### config.mk
export PLATFORM = sky130hd
export DESIGN_NAME = uart_tx_fifo_flat
export DESIGN_NICKNAME = d
export VERILOG_FILES = /design/src/rtl/uart_tx_fifo_pkg.sv /design/src/rtl/uart_tx_fifo_if.sv /design/src/rtl/uart_fifo_mem.sv /design/src/rtl/uart_tx_fifo.sv /design/src/flat_wrapper.sv
export SDC_FILE = /design/constraint.sdc
export NUM_CORES = 1
export LEC_CHECK = 0
export BUFFER_PORTS_ARGS = -buffer_cell sky130_fd_sc_hd__buf_2
export CAP_MARGIN = 20
export CORE_ASPECT_RATIO = 1.25
export CORE_MARGIN = 3
export CORE_UTILIZATION = 55
export CTS_CLUSTER_DIAMETER = 120
export DETAILED_ROUTE_END_ITERATION = 16
export PLACE_DENSITY = 0.75
export SKIP_CTS_REPAIR_TIMING = 1
export SLEW_MARGIN = 20
export SYNTH_ARGS = -nofsm -noshare
export SYNTH_HDL_FRONTEND = slang
export SYNTH_SLANG_ARGS = --single-unit
### constraint.sdc
create_clock -name i_clk -period 2.7 [get_ports i_clk]
set_input_delay 0.27 -clock i_clk [delete_from_list [all_inputs] [get_ports i_clk]]
set_output_delay 0.27 -clock i_clk [all_outputs]
set_load 0.02 [all_outputs]
### src/rtl/uart_tx_fifo_pkg.sv
// Shared constants and FSM encodings for the UART transmit path.
package uart_tx_fifo_pkg;

  localparam int DBIT_DEF   = 8;
  localparam int ADDR_W_DEF = 4;

  typedef enum logic {
    ST_IDLE = 1'b0,
    ST_WAIT = 1'b1
  } tx_state_t;

endpackage

### src/rtl/uart_tx_fifo_if.sv
// Producer/transmitter-side signal bundle for the UART transmit FIFO.
interface uart_tx_fifo_if #(
  parameter int DBIT   = uart_tx_fifo_pkg::DBIT_DEF,
  parameter int ADDR_W = uart_tx_fifo_pkg::ADDR_W_DEF
);

  logic              i_wr;
  logic [DBIT-1:0]   i_wr_data;
  logic              i_tx_done_tick;
  logic              o_tx_start;
  logic [DBIT-1:0]   o_tx_data;
  logic              o_full;
  logic              o_empty;
  logic [ADDR_W:0]   o_count;
  logic              o_busy;
  logic              o_overflow;

  modport master (
    output i_wr, i_wr_data, i_tx_done_tick,
    input  o_tx_start, o_tx_data, o_full, o_empty, o_count, o_busy, o_overflow
  );

  modport slave (
    input  i_wr, i_wr_data, i_tx_done_tick,
    output o_tx_start, o_tx_data, o_full, o_empty, o_count, o_busy, o_overflow
  );

endinterface

### src/rtl/uart_fifo_mem.sv
// Circular byte store: register array, wrapping pointers and an occupancy count.
module uart_fifo_mem
  import uart_tx_fifo_pkg::*;
#(
  parameter int DBIT   = DBIT_DEF,
  parameter int ADDR_W = ADDR_W_DEF
) (
  input  logic              i_clk,
  input  logic              i_reset,
  input  logic              i_wr,
  input  logic              i_rd,
  input  logic [DBIT-1:0]   i_wr_data,
  output logic [DBIT-1:0]   o_rd_data,
  output logic              o_full,
  output logic              o_empty,
  output logic [ADDR_W:0]   o_count
);

  localparam logic [ADDR_W:0] DEPTH = (ADDR_W+1)'(2**ADDR_W);
  localparam logic [ADDR_W:0] ONE   = (ADDR_W+1)'(1);

  logic [DBIT-1:0]   r_mem [2**ADDR_W];
  logic [ADDR_W-1:0] r_wr_ptr;
  logic [ADDR_W-1:0] r_rd_ptr;
  logic [ADDR_W:0]   r_count;
  logic              r_full;
  logic              r_empty;
  logic              w_wr_ok;
  logic [ADDR_W:0]   w_count_next;

  // A pop in the same cycle frees a slot, so a write while full is still taken.
  assign w_wr_ok = i_wr && (!r_full || i_rd);

  always_comb begin
    w_count_next = r_count;
    case ({w_wr_ok, i_rd})
      2'b10:   w_count_next = r_count + ONE;
      2'b01:   w_count_next = r_count - ONE;
      default: w_count_next = r_count;
    endcase
  end

  always_ff @(posedge i_clk) begin
    if (w_wr_ok) r_mem[r_wr_ptr] <= i_wr_data;
  end

  always_ff @(posedge i_clk or posedge i_reset) begin
    if (i_reset) begin
      r_wr_ptr <= '0;
      r_rd_ptr <= '0;
      r_count  <= '0;
      r_full   <= 1'b0;
      r_empty  <= 1'b1;
    end else begin
      if (w_wr_ok) r_wr_ptr <= r_wr_ptr + 1'b1;
      if (i_rd)    r_rd_ptr <= r_rd_ptr + 1'b1;
      r_count <= w_count_next;
      r_full  <= (w_count_next == DEPTH);
      r_empty <= (w_count_next == '0);
    end
  end

  assign o_rd_data = r_mem[r_rd_ptr];
  assign o_full    = r_full;
  assign o_empty   = r_empty;
  assign o_count   = r_count;

endmodule

### src/rtl/uart_tx_fifo.sv
// Buffers producer bytes and launches them one at a time into the UART transmitter.
module uart_tx_fifo
  import uart_tx_fifo_pkg::*;
#(
  parameter int DBIT   = DBIT_DEF,
  parameter int ADDR_W = ADDR_W_DEF
) (
  input  logic          i_clk,
  input  logic          i_reset,
  uart_tx_fifo_if.slave bus
);

  tx_state_t         r_state;
  tx_state_t         w_state_next;
  logic              w_pop;
  logic              w_full;
  logic              w_empty;
  logic [ADDR_W:0]   w_count;
  logic [DBIT-1:0]   w_rd_data;
  logic              r_tx_start;
  logic [DBIT-1:0]   r_tx_data;
  logic              r_overflow;

  uart_fifo_mem #(
    .DBIT   (DBIT),
    .ADDR_W (ADDR_W)
  ) u_mem (
    .i_clk     (i_clk),
    .i_reset   (i_reset),
    .i_wr      (bus.i_wr),
    .i_rd      (w_pop),
    .i_wr_data (bus.i_wr_data),
    .o_rd_data (w_rd_data),
    .o_full    (w_full),
    .o_empty   (w_empty),
    .o_count   (w_count)
  );

  always_comb begin
    w_state_next = r_state;
    w_pop        = 1'b0;
    case (r_state)
      ST_IDLE: begin
        if (!w_empty) begin
          w_pop        = 1'b1;
          w_state_next = ST_WAIT;
        end
      end
      ST_WAIT: begin
        if (bus.i_tx_done_tick) w_state_next = ST_IDLE;
      end
      default: w_state_next = ST_IDLE;
    endcase
  end

  // The transmitter latches data on start, so the slot is released at launch.
  always_ff @(posedge i_clk or posedge i_reset) begin
    if (i_reset) begin
      r_state    <= ST_IDLE;
      r_tx_start <= 1'b0;
      r_tx_data  <= '0;
      r_overflow <= 1'b0;
    end else begin
      r_state    <= w_state_next;
      r_tx_start <= w_pop;
      if (w_pop) r_tx_data <= w_rd_data;
      r_overflow <= bus.i_wr && w_full && !w_pop;
    end
  end

  assign bus.o_tx_start = r_tx_start;
  assign bus.o_tx_data  = r_tx_data;
  assign bus.o_full     = w_full;
  assign bus.o_empty    = w_empty;
  assign bus.o_count    = w_count;
  assign bus.o_busy     = (r_state == ST_WAIT);
  assign bus.o_overflow = r_overflow;

endmodule
### src/flat_wrapper.sv
// flat-port wrapper written by rule: the top's interface ports become plain ports
module uart_tx_fifo_flat import uart_tx_fifo_pkg::*;
#(
  parameter int DBIT   = DBIT_DEF,
  parameter int ADDR_W = ADDR_W_DEF
)
  (i_clk, i_reset, bus_i_wr, bus_i_wr_data, bus_i_tx_done_tick, bus_o_tx_start, bus_o_tx_data, bus_o_full, bus_o_empty, bus_o_count, bus_o_busy, bus_o_overflow);
  uart_tx_fifo_if #(.DBIT(DBIT), .ADDR_W(ADDR_W)) bus_i ();
  input  logic i_clk;
  input  logic i_reset;
  input wire logic [$bits(bus_i.i_wr)-1:0] bus_i_wr;
  input wire logic [$bits(bus_i.i_wr_data)-1:0] bus_i_wr_data;
  input wire logic [$bits(bus_i.i_tx_done_tick)-1:0] bus_i_tx_done_tick;
  output wire logic [$bits(bus_i.o_tx_start)-1:0] bus_o_tx_start;
  output wire logic [$bits(bus_i.o_tx_data)-1:0] bus_o_tx_data;
  output wire logic [$bits(bus_i.o_full)-1:0] bus_o_full;
  output wire logic [$bits(bus_i.o_empty)-1:0] bus_o_empty;
  output wire logic [$bits(bus_i.o_count)-1:0] bus_o_count;
  output wire logic [$bits(bus_i.o_busy)-1:0] bus_o_busy;
  output wire logic [$bits(bus_i.o_overflow)-1:0] bus_o_overflow;
  assign bus_i.i_wr = bus_i_wr;
  assign bus_i.i_wr_data = bus_i_wr_data;
  assign bus_i.i_tx_done_tick = bus_i_tx_done_tick;
  assign bus_o_tx_start = bus_i.o_tx_start;
  assign bus_o_tx_data = bus_i.o_tx_data;
  assign bus_o_full = bus_i.o_full;
  assign bus_o_empty = bus_i.o_empty;
  assign bus_o_count = bus_i.o_count;
  assign bus_o_busy = bus_i.o_busy;
  assign bus_o_overflow = bus_i.o_overflow;
  uart_tx_fifo #(.DBIT(DBIT), .ADDR_W(ADDR_W)) u_core (.i_clk(i_clk), .i_reset(i_reset), .bus(bus_i));
endmodule
Word-level counts from Yosys, hierarchy flattened --
Memory sizes are Yosys's and may differ from the RTL's. A register that Yosys moved wholly into a read port is not among the register bits. Index checks and enable logic that the tools add are counted.
Storage, ports and cells: memories 1, bits in writable memories 128, word-level logic and storage cells 31, input port bits 12, output and inout port bits 18, register bits 18
Memory list:
- u_core.u_mem.r_mem | words 16, bits a word 8, rd ports 1, clocked after Yosys merged registers in 1, wr ports 1, RTL line uart_fifo_mem.sv:22 | logic [DBIT-1:0] r_mem [2**ADDR_W];
Operators by class: eq/ne operators 3, bitwise logic cells 1, multiplexer cells 7, $add $sub $neg 4, reductions and logical operators 7
Operators with widths (number):
- $pmux W5 S2 | 1
- $add A4 B1 Y4 const B | 2
- $add A5 B1 Y5 const B | 1
- $eq A5 B5 Y1 const B | 1
- $logic_not A5 Y1 | 1
- $mux W1 | 5
- $sub A5 B1 Y5 const B | 1
- $logic_and A1 B1 Y1 | 3
- $eq A2 B1 Y1 const B | 1
- $eq A2 B2 Y1 const B | 1
- $logic_not A1 Y1 | 2
- $pmux W1 S2 | 1
- $logic_or A1 B1 Y1 | 1
- $not A1 Y1 | 1

Longest topological paths before layout --
depth in word-level cells 7, mapped depth 14, gate-level depth less buffers 12

Cells and area by module --
Synthesis repeated with hierarchy kept, for this count alone.
Second synthesis, totals: cells, all modules 293, area total of the unflattened synthesis 6088.3 µm²
By module, submodules not included:
- uart_fifo_mem | cells each 269, times used 1, area each 5690.5 µm²
- uart_tx_fifo | cells each 24, times used 1, area each 397.9 µm²

Worst setup path before layout --
Ideal clock, no wire load.
path type flip-flop to flip-flop, from reg u_core.r_state (netlist: u_core.bus.o_busy), to reg u_core.u_mem.r_full (netlist: u_core.u_mem.o_full), data required time 2631 ps, setup slack -196 ps, setup time 69 ps, data arrival time 2827 ps, path buffers 2, cell stages (with the launch flop) 12, cells stage by stage dfrtp_1 > or2_2 > nand2_1 > and2_1 > clkbuf_2 > inv_1 > ha_1 > buf_2 > or3b_1 > or4_1 > a311o_1 > nor2b_2
Between the ends: cells in the longest elaborated chain, start to end 6, elaborated cells on any way between the ends 7, classes of those cells 3 x eq/ne; 2 x mux; 2 x reduce/logical
RTL lines:
- from (decl) | RTL line uart_tx_fifo.sv:13 | tx_state_t r_state;
- from (signal assigned) | RTL line uart_tx_fifo.sv:64 | r_state <= w_state_next;
- $mux W1 * | RTL line uart_tx_fifo.sv:42 | case (r_state)
- $logic_or A1 B1 Y1 | RTL line uart_fifo_mem.sv:32 | assign w_wr_ok = i_wr && (!r_full || i_rd);
- $logic_and A1 B1 Y1 | RTL line uart_fifo_mem.sv:32
- $eq A2 B1 Y1 or $eq A2 B2 Y1 (tied branches) | RTL line uart_fifo_mem.sv:36 | case ({w_wr_ok, i_rd})
- $pmux W5 S2 * | RTL line uart_fifo_mem.sv:36
- $eq A5 B5 Y1 * | RTL line uart_fifo_mem.sv:58 | r_full <= (w_count_next == DEPTH);
- to (signal assigned) | RTL line uart_fifo_mem.sv:58
- to (decl) | RTL line uart_fifo_mem.sv:26 | logic r_full;
Mark *: on every way between the ends. The rest lies on a longest branch, timed or not. A chain may end at the register's enable or synchronous reset.

Worst setup path in the final report --
from reg u_core.u_mem.r_empty (netlist: u_core.u_mem.o_empty), to reg u_core.u_mem.r_full (netlist: u_core.u_mem.o_full)
Between the ends: cells in the longest elaborated chain, start to end 7, elaborated cells on any way between the ends 8, classes of those cells 3 x eq/ne; 3 x mux; 2 x reduce/logical
RTL lines:
- from (decl) | RTL line uart_fifo_mem.sv:27 | logic r_empty;
- from (signal assigned) | RTL line uart_fifo_mem.sv:59 | r_empty <= (w_count_next == '0);
- $mux W1 * | RTL line uart_tx_fifo.sv:44 | if (!w_empty) begin
- $mux W1 * | RTL line uart_tx_fifo.sv:42
- $logic_or A1 B1 Y1 | RTL line uart_fifo_mem.sv:32
- $logic_and A1 B1 Y1 | RTL line uart_fifo_mem.sv:32
- $eq A2 B1 Y1 or $eq A2 B2 Y1 (tied branches) | RTL line uart_fifo_mem.sv:36
- $pmux W5 S2 * | RTL line uart_fifo_mem.sv:36
- $eq A5 B5 Y1 * | RTL line uart_fifo_mem.sv:58
Marks and branches as above.

==> key figures <==
STA
  • Final Max Tran Viols: 0
  • Clock Skew: 0.00900 ns
  • Final setup fails: 0
  • Final worst-path cycle share: between 90% and 100%
  • Slew @ Worst Pin: 0.602 ns
  • Post-route setup TNS: 0 ns
  • RSZ-0062 raised after global routing: false
  • Final count of hold timing violations: 0
  • FMAX: roughly 400 MHz
  • Minimum clock period: between 2 and 3 ns
  • Slew HR: roughly three fifths

Hold path
  • Min-delay worst type: input pin to flop
  • Worst Hold End: u_core.bus.o_busy
  • Hold Path Stages: 2
  • Hold_sp: bus_i_tx_done_tick

Worst setup path
  • Crit path capture type: flop
  • R2r startpoint: u_core.u_mem.o_empty
  • WP data required: between 3 and 4 ns
  • Slowest cell on crit path: dfstp_2
  • R2R depth: 11
  • Most common cell on crit path: and2_4
  • Kind of critical path: flop to flop
  • Critical Path Source Type: flop
  • Reg2reg setup slack: 0.17 ns
  • Crit-path max cell delay: about 0.54 ns
  • Worst Path Arrival: 2.88 ns
  • Max FO, Critical Path: 8
  • Crit-path cells: or2_4 -> nand2_1 -> and2_4 -> inv_4 -> ha_2 -> buf_4 -> nor2b_4 -> and2_4 -> or4_1 -> a311o_1 -> nor2b_2
  • RR Endpoint: u_core.u_mem.o_full

Routing
  • WL/cell: between 20 and 25 um
  • Starting DRC count in detailed routing: about 180
  • Via count: between 3,000 and 4,000
  • Vias/cell: roughly 6
  • ANT nets after route: 0
  • DRC Markers: 0
  • First-pass iteration count of the detailed router: 4
  • Final wirelength: about 12 mm

Die
  • Starting Density: slightly below 60%
  • Die ar.: ~13,000 um^2
  • Core area: around 11,000 um^2
  • Ports: 30
  • Num rows: 42
  • Die Wd: roughly 100 um
  • DIE HEIGHT: approximately 130 um

GRT
  • Largest net degree at the start of global routing: 32
  • Grt ovf: 0
  • Number of global-route vias before repair: approximately 3,400
  • First-pass GRT wire length: 19.1 mm
  • Initial antenna violation count: 0
  • GR Util All Layers: between 20% and 30%

Clocking
  • Clk Tree Root Cell: clkbuf_16
  • CTS tree: built
  • CTS max path bufs: 2
  • Worst skew pair latency: approximately 0.42 ns
  • Clock sinks: 154
  • H-tree depth: 4
  • Clk pin slew, worst setup/hold paths: roughly 0.06 ns
  • Cts bufs inserted: 17

Cells and area
  • Fin area: roughly 7300 um^2
  • # diodes: 0
  • Layout cell share with drive strength beyond 1: around a third
  • P&R area growth vs syn: 16.9%
  • Non-Filler Instances: between 500 and 600
  • NumNets Final: just over 400

Logic synthesis
  • Most common cell in the synthesized netlist: edfxtp_1
  • Synthesized area: a little over 6000 um^2
  • Synthesized area per cell: 18.7 um^2
  • Seq/Total Area, Yosys: 72.1%
  • Distinct cells, synth: 42
  • Leading area contributor after synthesis: edfxtp_1
  • Synth Warn #: 0
  • Mapped Nets: 353
  • FFs w/ async S/R, synth: 16.9%
  • Synth top area share: 61.6%
  • Area contributors post-synth: edfxtp_1 62%, mux4_2 12%, dfrtp_1 10%, mux2_2 1.6%, ha_1 1.6%
  • Post-synth top cells: 128 x edfxtp_1, 32 x mux4_2, 25 x dfrtp_1
  • Gate count of the mapped netlist: 333
  • Top_reg_cell synth: edfxtp_1
  • Post-synthesis register bit count: about 150
  • Number of enable flip-flop cells after synthesis: 128

Power and ir drop
  • Max IR drop VDD: around 640 uV
  • Pwr Density: between 1000 and 1500 nW/um^2
  • Pleak: 2.61 nW

Placed design
  • I/O Buffers: 29
  • Placed instance area: around 6600 um^2
  • DP Wirelength: 7.53 mm
  • Placed Cells: about 490
  • Placer Congestion: 0.855

Flow run
  • Max Cap Viol: 0

Outcome
  • Status: finished clean
[power by group]
| group | internal, mW | total [mW] | switching, mW |
|---|---|---|---|
| clock network | 1.55 | 2.48 | 0.938 |
| registers | 2.97 | 3.33 | 0.362 |
| logic | 1.21 | 2.43 | 1.22 |
| total | 5.72 | 8.25 | 2.52 |
[flip-flops by register name (all words and copies together) (netlist names)]
name	count
u_core.bus.o_busy	1
u_core.bus.o_overflow	1
u_core.u_mem.o_empty	1
u_core.u_mem.o_full	1
u_core.bus.o_tx_data	8
u_core.u_mem.o_count	5
u_core.bus.o_tx_start	1
u_core.u_mem.r_mem	128
u_core.u_mem.r_rd_ptr	4
u_core.u_mem.r_wr_ptr	4
[per-layer routing]
metal / vias to the layer above / wire length [um] / track usage (%)
li1: 1426 / - / -
met1: 1631 / 4710 / 26.0
met2: 105 / 6460 / 34.7
met3: 22 / 667 / 5.40
met4: 0 / 296 / 8.92
met5: - / 0 / 0
[cell families (layout without fill, tap and decap cells)]
kind of cell	Yosys count	after routing	share of synthesized area [%]
DFF	154	154	72.1
xor gates and xnor gates	11	11	1.54
adders and majority gates	8	8	1.60
and+or+nand+nor	59	59	5.19
buffers and inverters	30	95	2.33
muxes	51	51	14.8
AOI/OAI and AO/OA	20	20	2.49
[cell type report]
| type | instances | area, um^2 |
|---|---|---|
| Fill cell | 707 | 3530 |
| Inverter | 9 | 36.3 |
| Clock buffer | 17 | 425 |
| Multi-Input combinational cell | 149 | 1610 |
| Sequential cell | 154 | 4500 |
| Timing Repair Buffer | 54 | 360 |
| Clock inverter | 15 | 199 |
| Tap cell | 132 | 165 |
[layout by cell type (no fill, tap or decap), types with 3 or more instances in the layout]
master	count
o21ai_0	3
clkbuf_16	17
nor4_1	4
and3_1	5
clkinv_4	4
inv_1	8
nand2_1	11
nand3_1	4
mux2_2	9
mux2i_1	10
edfxtp_1	128
xnor2_1	9
clkinvlp_4	3
buf_2	29
buf_4	22
mux4_2	32
nor2_1	10
dfrtp_1	23
ha_1	6
a221o_1	6
bufinv_16	4
and2_1	5
nor3_1	7
[worst max-delay path, delay by kind of cell, from the launching register on]
kind | cells | cell delay [ns]
AOI/OAI and AO/OA | 1 | 0.33
adders and majority gates | 1 | 0.18
buffers and inverters | 2 | 0.23
DFF | 1 | 0.54
and+or+nand+nor | 7 | 1.18
[stage by stage]
| step | hold slack [ns] | worst slack, ns | util (%) | power, mW |
|---|---|---|---|---|
| after CTS | -0.102 | 0.105 | 67.0 | 8.28 |
| after floorplan | 0.309 | 0.0201 | - | 5.06 |
| after detailed placement | 0.347 | 0.135 | 61.2 | 5.78 |
| final | 0.0533 | 0.172 | 67.4 | 8.25 |
| after global routing | 0.0538 | 0.0183 | 67.4 | 8.65 |
| after global placement | 0.347 | 0.202 | 61.2 | 5.70 |
[worst max-delay path by stage]
stage	start	endpoint	cells past startpoint	slack [ns]
after floorplan	u_core.u_mem.o_empty	u_core.u_mem.o_full	11	0.02
after global placement	u_core.bus.o_busy	u_core.u_mem.o_full	12	0.20
after detailed placement	u_core.u_mem.o_empty	u_core.u_mem.o_full	11	0.13
after CTS	u_core.bus.o_busy	u_core.u_mem.o_full	12	0.10
after global routing	u_core.u_mem.o_empty	u_core.u_mem.o_empty	13	0.02
final	u_core.u_mem.o_empty	u_core.u_mem.o_full	11	0.17
Note: power is estimated with default switching activity, not from simulation.
